<file path="config.mk">
export PLATFORM = sky130hd
export DESIGN_NAME = sprite_reg_shadow_flat
export DESIGN_NICKNAME = d
export VERILOG_FILES = /design/src/rtl/sprite_reg_shadow_if.sv /design/src/rtl/sprite_reg_shadow.sv /design/src/flat_wrapper.sv
export SDC_FILE = /design/constraint.sdc
export NUM_CORES = 1
export LEC_CHECK = 0
export CORE_MARGIN = 3
export CORE_UTILIZATION = 40
export DETAILED_ROUTE_END_ITERATION = 7
export PLACE_DENSITY = 0.64
export SLEW_MARGIN = 15
export SYNTH_ARGS = -nofsm -noshare
export SYNTH_HDL_FRONTEND = slang
export SYNTH_SLANG_ARGS = --single-unit
</file>
<file path="constraint.sdc">
create_clock -name clk -period 10.2 [get_ports clk]
set_clock_uncertainty 0.15 [all_clocks]
set_input_delay 3.06 -clock clk [delete_from_list [all_inputs] [get_ports clk]]
set_output_delay 3.06 -clock clk [all_outputs]
set_load 0.005 [all_outputs]
</file>
<file path="src/rtl/sprite_reg_shadow_if.sv">
// Avalon-MM slave bus for the sprite register shadow bank.
// Handshake: a transfer happens on any clock edge where chipselect is high together with write or read;
// there is no waitrequest, and readdata is valid in the cycle after the read edge and holds until the next read.
interface sprite_reg_shadow_if;
    logic        chipselect;
    logic        write;
    logic        read;
    logic [8:0]  address;
    logic [31:0] writedata;
    logic [31:0] readdata;

    modport master (
        output chipselect, write, read, address, writedata,
        input  readdata
    );

    modport slave (
        input  chipselect, write, read, address, writedata,
        output readdata
    );
endinterface

</file>
<file path="src/rtl/sprite_reg_shadow.sv">
// Shadow/active register bank for the sprite renderer; the active bank loads once per frame on the falling edge of VGA_VS.
// Optional frame interrupt enabled with macro SPRITE_REG_SHADOW_IRQ_EN.
module sprite_reg_shadow #(
    parameter int COORD_W   = 8,
    parameter int NUM_COORD = 10
) (
    input  logic                           clk,
    input  logic                           reset,
    sprite_reg_shadow_if.slave             bus,
    input  logic                           VGA_VS,
    output logic [NUM_COORD*COORD_W-1:0]   coord_out,
    output logic [11:0]                    score_digits,
    output logic                           commit_pulse,
    output logic                           irq
);

    localparam logic [8:0] ADDR_SCORE  = 9'd10;
    localparam logic [8:0] ADDR_CTRL   = 9'd11;
    localparam logic [8:0] ADDR_COMMIT = 9'd12;
    localparam logic [8:0] ADDR_IRQ    = 9'd13;

    // Renderer power-on sprite positions, truncated to the register width.
    function automatic logic [COORD_W-1:0] coord_default(input int idx);
        logic [31:0] v;
        case (idx)
            0:       v = 32'd100;
            1:       v = 32'd100;
            2:       v = 32'd200;
            3:       v = 32'd150;
            4:       v = 32'd44;
            5:       v = 32'd200;
            6:       v = 32'd244;
            7:       v = 32'd100;
            8:       v = 32'd100;
            9:       v = 32'd4;
            default: v = 32'd0;
        endcase
        return v[COORD_W-1:0];
    endfunction

    function automatic logic [11:0] bcd_saturate(input logic [11:0] raw);
        logic [11:0] s;
        for (int n = 0; n < 3; n++) begin
            s[n*4 +: 4] = (raw[n*4 +: 4] > 4'd9) ? 4'd9 : raw[n*4 +: 4];
        end
        return s;
    endfunction

    logic [COORD_W-1:0] shadow_coord [NUM_COORD];
    logic [COORD_W-1:0] active_coord [NUM_COORD];
    logic [11:0]        shadow_score;
    logic [11:0]        active_score;
    logic [1:0]         ctrl;
    logic [15:0]        frame_count;
    logic               vs_q;

    logic        wr_en;
    logic        rd_en;
    logic        vs_fall;
    logic        commit;
    logic        imm;
    logic        freeze;
    logic        score_wr;
    logic [11:0] score_wdata;
    logic [31:0] rd_data;
    logic        unused_bits;

    assign wr_en       = bus.chipselect && bus.write;
    assign rd_en       = bus.chipselect && bus.read;
    assign imm         = ctrl[0];
    assign freeze      = ctrl[1];
    assign vs_fall     = vs_q && !VGA_VS;
    assign commit      = (vs_fall && !freeze) || (wr_en && bus.address == ADDR_COMMIT);
    assign score_wr    = wr_en && bus.address == ADDR_SCORE;
    assign score_wdata = bcd_saturate(bus.writedata[11:0]);
    assign unused_bits = ^bus.writedata[31:12];

    always_ff @(posedge clk or posedge reset) begin
        if (reset) begin
            for (int i = 0; i < NUM_COORD; i++) shadow_coord[i] <= coord_default(i);
            shadow_score <= 12'h000;
        end else begin
            for (int i = 0; i < NUM_COORD; i++) begin
                if (wr_en && bus.address == 9'(i)) shadow_coord[i] <= bus.writedata[COORD_W-1:0];
            end
            if (score_wr) shadow_score <= score_wdata;
        end
    end

    // Commit copies the pre-write shadow; an immediate-mode write then overrides its own register.
    always_ff @(posedge clk or posedge reset) begin
        if (reset) begin
            for (int i = 0; i < NUM_COORD; i++) active_coord[i] <= coord_default(i);
            active_score <= 12'h000;
        end else begin
            for (int i = 0; i < NUM_COORD; i++) begin
                if (commit) active_coord[i] <= shadow_coord[i];
                if (imm && wr_en && bus.address == 9'(i)) active_coord[i] <= bus.writedata[COORD_W-1:0];
            end
            if (commit) active_score <= shadow_score;
            if (imm && score_wr) active_score <= score_wdata;
        end
    end

    always_ff @(posedge clk or posedge reset) begin
        if (reset) begin
            ctrl         <= 2'b00;
            frame_count  <= 16'h0000;
            vs_q         <= 1'b1;
            commit_pulse <= 1'b0;
        end else begin
            vs_q         <= VGA_VS;
            commit_pulse <= commit;
            if (wr_en && bus.address == ADDR_CTRL) ctrl <= bus.writedata[1:0];
            if (vs_fall) frame_count <= frame_count + 16'd1;
        end
    end

`ifdef SPRITE_REG_SHADOW_IRQ_EN
    logic irq_clr;
    assign irq_clr = wr_en && bus.address == ADDR_IRQ;

    always_ff @(posedge clk or posedge reset) begin
        if (reset)        irq <= 1'b0;
        else if (commit)  irq <= 1'b1;
        else if (irq_clr) irq <= 1'b0;
    end
`else
    assign irq = 1'b0;
`endif

    always_comb begin
        rd_data = 32'h0;
        for (int i = 0; i < NUM_COORD; i++) begin
            if (bus.address == 9'(i)) rd_data = 32'(shadow_coord[i]);
        end
        case (bus.address)
            ADDR_SCORE: rd_data = {20'h0, shadow_score};
            ADDR_CTRL:  rd_data = {30'h0, ctrl};
            ADDR_IRQ:   rd_data = {15'h0, irq, frame_count};
            default:    ;
        endcase
    end

    always_ff @(posedge clk or posedge reset) begin
        if (reset)      bus.readdata <= 32'h0;
        else if (rd_en) bus.readdata <= rd_data;
    end

    genvar g;
    generate
        for (g = 0; g < NUM_COORD; g++) begin : g_coord_out
            assign coord_out[g*COORD_W +: COORD_W] = active_coord[g];
        end
    endgenerate

    assign score_digits = active_score;

endmodule
</file>
<file path="src/flat_wrapper.sv">
// flat-port wrapper written by rule: the top's interface ports become plain ports
module sprite_reg_shadow_flat 
#(
    parameter int COORD_W   = 8,
    parameter int NUM_COORD = 10
)
  (clk, reset, VGA_VS, coord_out, score_digits, commit_pulse, irq, bus_chipselect, bus_write, bus_read, bus_address, bus_writedata, bus_readdata);
  sprite_reg_shadow_if bus_i ();
  input  logic clk;
  input  logic reset;
  input  logic VGA_VS;
  output logic [NUM_COORD*COORD_W-1:0] coord_out;
  output logic [11:0] score_digits;
  output logic commit_pulse;
  output logic irq;
  input wire logic [$bits(bus_i.chipselect)-1:0] bus_chipselect;
  input wire logic [$bits(bus_i.write)-1:0] bus_write;
  input wire logic [$bits(bus_i.read)-1:0] bus_read;
  input wire logic [$bits(bus_i.address)-1:0] bus_address;
  input wire logic [$bits(bus_i.writedata)-1:0] bus_writedata;
  output wire logic [$bits(bus_i.readdata)-1:0] bus_readdata;
  assign bus_i.chipselect = bus_chipselect;
  assign bus_i.write = bus_write;
  assign bus_i.read = bus_read;
  assign bus_i.address = bus_address;
  assign bus_i.writedata = bus_writedata;
  assign bus_readdata = bus_i.readdata;
  sprite_reg_shadow #(.COORD_W(COORD_W), .NUM_COORD(NUM_COORD)) u_core (.clk(clk), .reset(reset), .bus(bus_i), .VGA_VS(VGA_VS), .coord_out(coord_out), .score_digits(score_digits), .commit_pulse(commit_pulse), .irq(irq));
endmodule
</file>
==> flow_summary.toml <==
[clock_network]
cts_resized = 0
clkTransAtPathRegs_ps = 60
clk-insertion-delay-late_ps = 520
cts_root_buf = "clkbuf_16"
cts_tree = "yes"
cts_max_path_buffers = 3
hold_buffers = 0
cts_buffers = 25
cts_setup_buffers = 0
htreeDepth = 1
cts_sinks = 220

[route]
first_iter_violations = 711
postRouteAntennaNets = 0
dr.pass1.iters = 7
drcViolationCount = 0
drt_wl_total_um = 31000
vias_per_cell = 5.58
routedWlPerCell_um = 21.0
vias = 8231

[run]
max-cap-violations = 0

[global_route]
gr-usage-met2_pct = 34.6
grt_busiest_layer = "met2"
gr-usage-met3_pct = 4.25
met1_usage_pct = 28.8
gr-total-overflow = 0
track_usage_pct = 21.3
grt_pass1_vias = 8193
grt_pass1_wl_um = 48300
grt_antenna_before_repair = 2
grt_max_degree = 106

[yosys]
yosys_warnings = 0
syn_area_per_cell_um2 = 10.6
synth_top_area_share_pct = 36.3
synth_cells = 1019
ys_types = 76
synthArstFlopShare_pct = 100
synth_enable_flop_cells = 0
ys.flop_type = "dfrtp_1"
ys_ff_latch = 220
synth_area_leaders = "dfrtp_1 (36%), dfstp_2 (15%), mux2_2 (9.0%), mux2i_1 (6.6%), nand2_1 (5.3%)"
syn_area_um2 = 10800
yosysMostFrequentCell = "dfrtp_1"
ys_top_cells_by_count = "dfrtp_1 (157), nand2_1 (154), mux2_2 (86), o21ai_0 (78), mux2i_1 (71)"
yosysTopAreaCell = "dfrtp_1"
yosysSeqAreaShare_pct = 51.6

[setup_path]
cp.arrival_ps = 6330
timing.rr.start = "u_core.vs_q$_DFF_PP1_"
end_kind = "flop"
timing_worst_setup_path_type = "primary input to flop"
reg2regPathDepth = 7
worstPathCellList = "clkdlybuf4s50_1 > buf_4 > nor2b_1 > a31oi_4 > buf_4 > buf_4 > nor2_1 > a221o_1"
cpMostUsedCell = "buf_4"
cpMaxStageDelayCell = "buf_4"
cp-start-kind = "primary input"
r2r-end = "u_core.coord_out[49]$_DFFE_PP0P_"
critical_path.max_stage_delay_ps = 590
cp_data_required_time_ps = 10450
cpLargestDelayFamily = "buffers and inverters"
path_max_fanout = 46
path_buf_inv = 4
r2r_slack_ps = 7440

[power]
power.share.clock_pct = 43.4
total_power_uw = 1940
p_sw_uw = 480
p_int_uw = 1460
ir_worst_vdd_mv = 0.103
p_leak_uw = 0.00574
powerDensity_nw_per_um2 = 148
p_sw_share_pct = 24.8
seq_power_share_pct = 48.0
combPwrFrac_pct = 8.6

[placed_design]
place_ws_ps = 3610
dp_cells = 1432
io_buffers = 135
dp_hpwl_um = 20200
gp_congestion = 0.930

[status]
run_status = "completed"

[sta]
timing.setup.tns_ps = 0
finalWorstSetupSlack_ps = 4130
slew_viol_final = 0
rsz0062_at_grt = "no"
worst_pin_slew_ps = 993
max-slew-margin-rel_pct = 33.6
fin_crit_sh_pct = 59.6
fin_crit_ps = 6070
clock.fmax_mhz = 165
setup_viol = 0
hold_viol = 0
whs_ps = 313

[floorplan]
dieArea_um2 = 29100
rows = 59
dieWidth_um = 170
top_level_ports = 173
initial_core_util_pct = 41.0
core-area_um2 = 26400
die_y_um = 170

[cells_and_area]
layoutNonFillerInstCount = 1476
final_nets = 1172
drive_gt1_share_pct = 19.5
antenna_cells = 0
syn_to_final_growth_pct = 20.8

[hold_path]
min-delay-start = "u_core.bus.readdata[12]$_DFFE_PP0P_"
holdPathEnd = "u_core.bus.readdata[12]$_DFFE_PP0P_"
hold_path_depth = 2
hp-class = "flop to flop"
==> final cells by class <==
class / count / area (µm²)
clock buffer: 43 / 743
clock inverter: 1 / 5.00
fill: 2403 / 13300
inverter: 10 / 45.0
multi-input combinational: 713 / 4780
sequential: 220 / 5580
tap: 335 / 419
timing repair buffer: 154 / 1490
==> per-stage QoR <==
stage,cell area (µm²),util [%]
global placement,12300,46.8
floorplan,10900,-
global route,13100,49.6
CTS,13100,49.6
detailed placement,12300,46.8
finish,13100,49.6
==> worst min-delay path, stage by stage, from the launching register on <==
cell	delay (ps)
dfrtp_1	340
nand2_1	50
nand2_1	50
==> state kept, by name (all words and copies together), names as in the netlist <==
register,flops
u_core.bus.readdata,16
u_core.commit_pulse,1
u_core.coord_out,80
u_core.ctrl,2
u_core.frame_count,16
u_core.score_digits,12
u_core.shadow_coord,80
u_core.shadow_score,12
u_core.vs_q,1
==> logic make-up after synthesis <==
family,count (synthesis),share of synthesized area [%]
adder cells (fa/ha/maj),1,0.116
XOR/XNOR,15,1.21
multiplexers,158,15.7
AND/OR/NAND/NOR,327,14.8
buffers and inverters,102,4.75
other,1,0.0347
AO/OA/AOI/OAI,195,11.7
flip-flops,220,51.6
==> placed cells by master (no fill, tap or decap), types with 4 or more instances in the layout <==
| master | n |
|---|---|
| a21oi_1 | 12 |
| a221o_1 | 8 |
| a221oi_1 | 4 |
| a22oi_1 | 8 |
| a2bb2oi_1 | 4 |
| a31oi_1 | 34 |
| and2_1 | 10 |
| and3_1 | 14 |
| and3b_1 | 4 |
| buf_4 | 19 |
| clkbuf_1 | 13 |
| clkbuf_16 | 25 |
| clkbuf_8 | 5 |
| clkdlybuf4s50_1 | 134 |
| conb_1 | 17 |
| dfrtp_1 | 157 |
| dfstp_2 | 63 |
| inv_1 | 8 |
| mux2_2 | 86 |
| mux2i_1 | 71 |
| nand2_1 | 154 |
| nand2b_1 | 11 |
| nand3_1 | 17 |
| nand3b_1 | 4 |
| nand4_1 | 5 |
| nor2_1 | 61 |
| nor2b_1 | 8 |
| nor3_1 | 12 |
| o211ai_1 | 8 |
| o21a_1 | 5 |
| o21ai_0 | 78 |
| o22ai_1 | 5 |
| xnor2_1 | 8 |
| xor2_1 | 7 |
==> how the worst max path moves through the flow <==
stage          depth (start not counted)            from                            endpoint
2_1_floorplan                          1           reset  u_core.bus.readdata[0]$_DFFE_PP0P_
3_3_place_gp                           8  bus_address[1]    u_core.coord_out[49]$_DFFE_PP0P_
3_5_place_dp                           8  bus_address[1]    u_core.coord_out[48]$_DFFE_PP0P_
4_1_cts                                8  bus_address[1]    u_core.coord_out[49]$_DFFE_PP0P_
5_1_grt                                6  bus_address[2]    u_core.coord_out[32]$_DFFE_PP0P_
6_report                               8  bus_address[1]    u_core.coord_out[49]$_DFFE_PP0P_
==> metal layers <==
layer | share of wire (%) | wire length (µm) | up-vias
met2 | 47 | 14700 | 259
met4 | 2.9 | 910 | 4
met1 | 43 | 13500 | 4107
met5 | 0.087 | 27 | -
met3 | 6.0 | 1870 | 58
li1 | - | - | 3803
==> power by group through the flow <==
stage / Clock [µW] / Combinational (µW) / Sequential, µW
floorplan: 0 / 105 / 937
global placement: 0 / 166 / 945
detailed placement: 0 / 169 / 945
CTS: 853 / 169 / 931
global route: 891 / 184 / 934
finish: 841 / 168 / 931
Power figures use the tool's default switching activity.
